--- src/rtl/des_final_permutation.sv ---
// DES output stage.
// Takes the round-16 halves, applies the optional pre-output swap and the
// final permutation (IP^-1), and buffers the permuted words in a small FIFO.
// The round engine can hand off a block and move on while the consumer
// drains the buffer through a valid/ready handshake.
//
// in_ready is a function of the registered occupancy only, so a full FIFO
// does not accept a push even when the consumer pops in the same cycle.
// This keeps out_ready off any combinational path to in_ready.

module des_final_permutation #(
    parameter int DEPTH = 2
) (
    input  logic        clk,
    input  logic        rst,
    input  logic        in_valid,
    output logic        in_ready,
    input  logic [31:0] left_half,
    input  logic [31:0] right_half,
    input  logic        swap_en,
    output logic        out_valid,
    input  logic        out_ready,
    output logic [63:0] output_text,
    output logic [15:0] blk_cnt
);

    localparam int AW = (DEPTH > 1) ? $clog2(DEPTH) : 1;

    localparam logic [AW:0] COUNT_FULL  = (AW + 1)'(DEPTH);
    localparam logic [AW:0] COUNT_EMPTY = '0;

    // Final permutation table, 1-based source positions counted from the LSB
    // of the pre-output word: output bit j takes pre-output bit FP[j]-1.
    localparam int FP [64] = '{
        40,  8, 48, 16, 56, 24, 64, 32,
        39,  7, 47, 15, 55, 23, 63, 31,
        38,  6, 46, 14, 54, 22, 62, 30,
        37,  5, 45, 13, 53, 21, 61, 29,
        36,  4, 44, 12, 52, 20, 60, 28,
        35,  3, 43, 11, 51, 19, 59, 27,
        34,  2, 42, 10, 50, 18, 58, 26,
        33,  1, 41,  9, 49, 17, 57, 25
    };

    logic [63:0]   pre_w;
    logic [63:0]   perm_w;

    logic [63:0]   mem_q [DEPTH];
    logic [AW-1:0] wr_ptr_q, wr_ptr_d;
    logic [AW-1:0] rd_ptr_q, rd_ptr_d;
    logic [AW:0]   count_q,  count_d;
    logic [15:0]   blk_cnt_q, blk_cnt_d;

    logic          push_w;
    logic          pop_w;

    // Pre-output word: the halves in order, or exchanged when swap_en is set.
    assign pre_w = swap_en ? {right_half, left_half} : {left_half, right_half};

    // Pure wiring: each output bit is a fixed pre-output bit.
    for (genvar j = 0; j < 64; j++) begin : g_fp
        assign perm_w[j] = pre_w[FP[j] - 1];
    end

    // Handshake status comes from the registered occupancy only.
    assign in_ready  = (count_q != COUNT_FULL);
    assign out_valid = (count_q != COUNT_EMPTY);

    assign push_w = in_valid && in_ready;
    assign pop_w  = out_valid && out_ready;

    // The head entry is presented while valid; zero when empty so the output
    // is clean out of reset and after the FIFO drains.
    assign output_text = out_valid ? mem_q[rd_ptr_q] : 64'h0;
    assign blk_cnt     = blk_cnt_q;

    // Next-state for pointers, occupancy and the delivered-block counter.
    always_comb begin
        wr_ptr_d  = wr_ptr_q;
        rd_ptr_d  = rd_ptr_q;
        count_d   = count_q;
        blk_cnt_d = blk_cnt_q;

        if (push_w) begin
            wr_ptr_d = wr_ptr_q + 1'b1;
        end
        if (pop_w) begin
            rd_ptr_d  = rd_ptr_q + 1'b1;
            blk_cnt_d = blk_cnt_q + 16'd1;
        end

        case ({push_w, pop_w})
            2'b10:   count_d = count_q + 1'b1;
            2'b01:   count_d = count_q - 1'b1;
            default: count_d = count_q;
        endcase
    end

    // Control state; reset discards everything buffered.
    always_ff @(posedge clk or posedge rst) begin
        if (rst) begin
            wr_ptr_q  <= '0;
            rd_ptr_q  <= '0;
            count_q   <= '0;
            blk_cnt_q <= '0;
        end else begin
            wr_ptr_q  <= wr_ptr_d;
            rd_ptr_q  <= rd_ptr_d;
            count_q   <= count_d;
            blk_cnt_q <= blk_cnt_d;
        end
    end

    // Storage holds already-permuted words; contents are don't-care until written.
    always_ff @(posedge clk) begin
        if (push_w) begin
            mem_q[wr_ptr_q] <= perm_w;
        end
    end

endmodule

--- config.mk ---
export PLATFORM = sky130hd
export DESIGN_NAME = des_final_permutation
export DESIGN_NICKNAME = d
export VERILOG_FILES = /design/src/rtl/des_final_permutation.sv
export SDC_FILE = /design/constraint.sdc
export NUM_CORES = 1
export LEC_CHECK = 0
export CELL_PAD_IN_SITES_DETAIL_PLACEMENT = 1
export CELL_PAD_IN_SITES_GLOBAL_PLACEMENT = 1
export CORE_MARGIN = 2
export CORE_UTILIZATION = 37
export DETAILED_ROUTE_END_ITERATION = 16
export MAX_ROUTING_LAYER = met4
export PLACE_DENSITY_LB_ADDON = 0.1
export REMOVE_ABC_BUFFERS = 1
export SYNTH_ARGS = -nofsm -noshare
export SYNTH_HDL_FRONTEND = slang
export SYNTH_SLANG_ARGS = --single-unit
export TNS_END_PERCENT = 30
--- constraint.sdc ---
create_clock -name clk -period 4.2 [get_ports clk]
set_clock_uncertainty 0.15 [all_clocks]
set_input_delay 0.42 -clock clk [delete_from_list [all_inputs] [get_ports clk]]
set_output_delay 0.42 -clock clk [all_outputs]
set_load 0.02 [all_outputs]
**Yosys cells after proc, flatten, opt, wreduce, memory -nomap -nowiden**

Memories as Yosys holds them, arrays and structs flattened.
Index checks and enable logic that the tools add are counted.
Widths: inputs -> output; s select.

- Logic and storage cells: 22
- Bits of input ports: 69
- Memories: 1
- Output and inout bits: 82
- RAM bits: 128
- Register bits after elaboration: 20

- Multiplexer cells: 5
- Reductions and logical operators: 4
- Equality and inequality tests: 3
- Add/sub/neg operators: 5

Memory list:

| memory | depth | width | read ports | clocked after Yosys merged registers in | wr ports | RTL line | source |
|---|---|---|---|---|---|---|---|
| mem_q | 2 | 64 | 1 | 0 | 1 | 48 | `logic [63:0] mem_q [DEPTH];` |

Operators with widths:

| operator | number |
|---|---|
| $mux 64 | 2 |
| $add 16x1->16 const B | 1 |
| $pmux 2 s2 | 1 |
| $reduce_bool 2->1 | 2 |
| $add 1x1->1 const B | 2 |
| $add 2x1->2 const B | 1 |
| $eq 2x1->1 const B | 1 |
| $eq 2x2->1 const B | 1 |
| $logic_and 1x1->1 | 2 |
| $mux 1 | 2 |
| $ne 2x2->1 const B | 1 |
| $sub 2x1->2 const B | 1 |

**Logic depth before layout (Yosys ltp)**

- Depth in word-level cells: 4
- Mapped depth: 8
- Gate-level depth less buffers: 8

**Worst setup path before layout**

Ideal clock, no wire load.

- Path type: register to register
- Start: register count_q[0]
- End: memory mem_q[0][0] (enable)
- Slack: 39 ps
- Setup time: 486 ps
- Cell stages (with the launch flop): 4
- Data arrival time: 3,524 ps
- Clock period less this slack: 4,161 ps
- Required time: 3,564 ps
- Path buffers: 0
- Cell sequence: dfrtp_1 nand2b_1 nand2_1 nor2_1

- Longest elaborated chain between the ends: 4

RTL lines:

| what | RTL line | source |
|---|---|---|
| from (decl) | 51 | `logic [AW:0] count_q, count_d;` |
| from (signal assigned) | 109 | `count_q <= count_d;` |
| $ne 2x2->1 | 66 | `assign in_ready = (count_q != COUNT_FULL);` |
| net in_ready | 17 | `output logic in_ready,` |
| $logic_and 1x1->1 | 69 | `assign push_w = in_valid && in_ready;` |
| $mux 1 | 116 | `if (push_w) begin` |
| $mux 1 (not written as such) | 117 | `mem_q[wr_ptr_q] <= perm_w;` |
| to (decl) | 48 |  |

The timed path passes the listed nets, and every way through them passes these cells.

**Final worst setup path**

- Start: register rd_ptr_q
- End: output output_text[18]

- Longest elaborated chain between the ends: 2

RTL lines:

| what | RTL line | source |
|---|---|---|
| from (decl) | 50 | `logic [AW-1:0] rd_ptr_q, rd_ptr_d;` |
| from (signal assigned) | 108 | `rd_ptr_q <= rd_ptr_d;` |
| $mem_v2 2x64 | -- |  |
| $mux 64 | 74 | `assign output_text = out_valid ? mem_q[rd_ptr_q] : 64'h0;` |
| to (decl) | 23 | `output logic [63:0] output_text,` |

No other way between the ends.

==> reports/metrics.cfg <==
[detailed_routing]
ant_nets=0
first_pass_iters=4
drc_errors=0
wl_per_cell_um=17.5
first_iter_violations=232
vias_per_cell=4.86
wirelength_um=14200
via_count=3954

[setup_path]
rrSetupSlack_ns=1.74
startpoint_type=register
path_max_fanout=33
timing_worst_setup_path_type=reg2out
cp.arrival_ns=2.58
required_ns=3.63
cp-end-kind=output pin

[global_route]
grt_pass1_wl_um=22200
grt_usage=0.167
gr-total-overflow=0
grt_pass1_vias=4313
antenna_found_initial=0
grt_max_degree=34

[hold_path]
min_path_type=in2async

[run_status]
status=finished, final reports clean

[logic_synthesis]
synth_most_common_cell=edfxtp_1
synth.top_cell.area_share=0.597
synth_commonest_cells=edfxtp_1, nor2_1, mux2_2, mux2i_1, dfrtp_1
synthArstFlopShare=0.135
synth_edf_count=128
ys_top_cells_by_area=edfxtp_1, mux2_2, mux2i_1
syn_area_per_cell_um2=15.3
ys_seq_elements=148
yosysUniqueCellTypes=22
syn_inst=420
syn-cell-area_um2=6430
synth_top_flop_cell=edfxtp_1
yosysSeqAreaShare=0.675
yosysTopAreaCell=edfxtp_1
ys_warn_count=0

[die]
start_util=0.375
rows=48
die_h_um=136
die_area_um2=18500
io_pins=151
core_um2=17200
die_w_um=136

[cells_and_area]
layout-drive-gt1-share=0.187
antenna-diode-count=0
post-route-util=0.511
fin_area_um2=8770
nFillCells=1713
finalNonFillerCells=814
nets=647
synthToLayoutAreaGrowth_pct=36.3

[timing]
tightest_slew_ns=0.851
rsz0062_at_grt=false
drv_slew=0
fin_crit_sh=0.749
relSlewSlack=0.433
hold_violations=0
finalSetupViolations=0
fin_crit_ns=3.15
fmax_ghz=0.318
fin_setup_tns_ns=0

[placement]
globalplace.congestion=0.705
numPortBuffers=150
placed_area_um2=8210
post-dp-hpwl_um=9560
dp_cells=782

[pwr]
ir_worst_vdd_uv=436
finalPower_mw=6.17
p_leak_nw=3.29
p_per_area_nw_per_um2=704

[flow_run]
drv_cap=0

[clock_tree]
clk_pin_slew_ns=0.06
post-cts-setup-buffers=0
root_buffer=clkbuf_16
cts-resized-gates=0
cts_tree=built
clockBufferDepth=2
cts_made_buffers=17
htreeDepth=4
cts_num_sinks=148
clk_latency_ns=0.42
ctsHoldBuffers=0

==> critical path, stage by stage (launching register included) <==
cell and delay, ns:
dfrtp_4 0.83, buf_12 0.34, mux2i_1 0.12, nor2_1 0.22, clkdlybuf4s50_1 0.65
==> through the flow <==
step	hold WS, ns	setup WS, ns
detailed placement	0.328	1.47
global placement	0.321	1.46
global route	0.350	0.951
CTS	0.303	1.01
floorplan	0.234	0.0218
finish	0.293	1.05
==> sequential cells by signal (all words and copies together), names as in the netlist <==
register,cells
rd_ptr_q,1
count_q,2
mem_q,128
wr_ptr_q,1
blk_cnt,16
==> cell families after synthesis <==
kind of cell             after synthesis  share of synthesized area
flip-flops                           148                      0.675
multiplexers                         128                      0.212
AND/OR/NAND/NOR                       96                     0.0634
buffers and inverters                 25                     0.0169
XOR/XNOR                              20                     0.0272
adder cells (fa/ha/maj)                2                    0.00389
AO/OA/AOI/OAI                          1                    0.00194
==> layout make-up <==
class                           count  area (um2)  area share
Clock buffer                       24         514      0.0586
Clock inverter                      8        46.3     0.00528
Inverter                            4        15.0     0.00171
Multi-Input combinational cell    247        2000       0.228
Sequential cell                   148        4350       0.496
Tap cell                          225         282      0.0321
Timing Repair Buffer              158        1570       0.179
==> cell usage in the layout (no fill, tap or decap), drive strengths merged <==
cell type,n
nor3,1
clkdlybuf4s50,149
o211ai,1
edfxtp,128
clkinv,6
nor4,1
or2,2
nand3,3
mux2,64
nand4,2
dfrtp,20
and4,1
mux2i,64
nor2,69
ha,2
buf,9
nand2b,1
nand2,13
clkbuf,24
inv,6
and3,3
xnor2,15
xor2,5
==> routing by layer <==
| layer | part of all wire | GRT usage |
|---|---|---|
| met3 | 0.050 | 0.0462 |
| met1 | 0.43 | 0.198 |
| met5 | 0 | - |
| met4 | 0.0096 | 0.0515 |
| met2 | 0.51 | 0.277 |
==> power breakdown <==
| part | leakage (nW) | switching (mW) | internal (mW) |
|---|---|---|---|
| clock | 0.285 | 0.557 | 0.853 |
| combinational | 1.56 | 1.38 | 1.16 |
| sequential | 1.45 | 0.214 | 2.01 |
| total | 3.29 | 2.15 | 4.02 |
==> final timing paths <==
check	startpoint	cells past startpoint	to
max in group asynchronous	rst	2	rd_ptr_q
max	rd_ptr_q	4	output_text[18]
max reg2reg	count_q[0]	7	count_q[1]
min reg2reg	blk_cnt[15]	1	blk_cnt[15]
min	rst	2	blk_cnt[2]
min in group clk	blk_cnt[15]	1	blk_cnt[15]
Note: power is estimated with default switching activity, not from simulation.
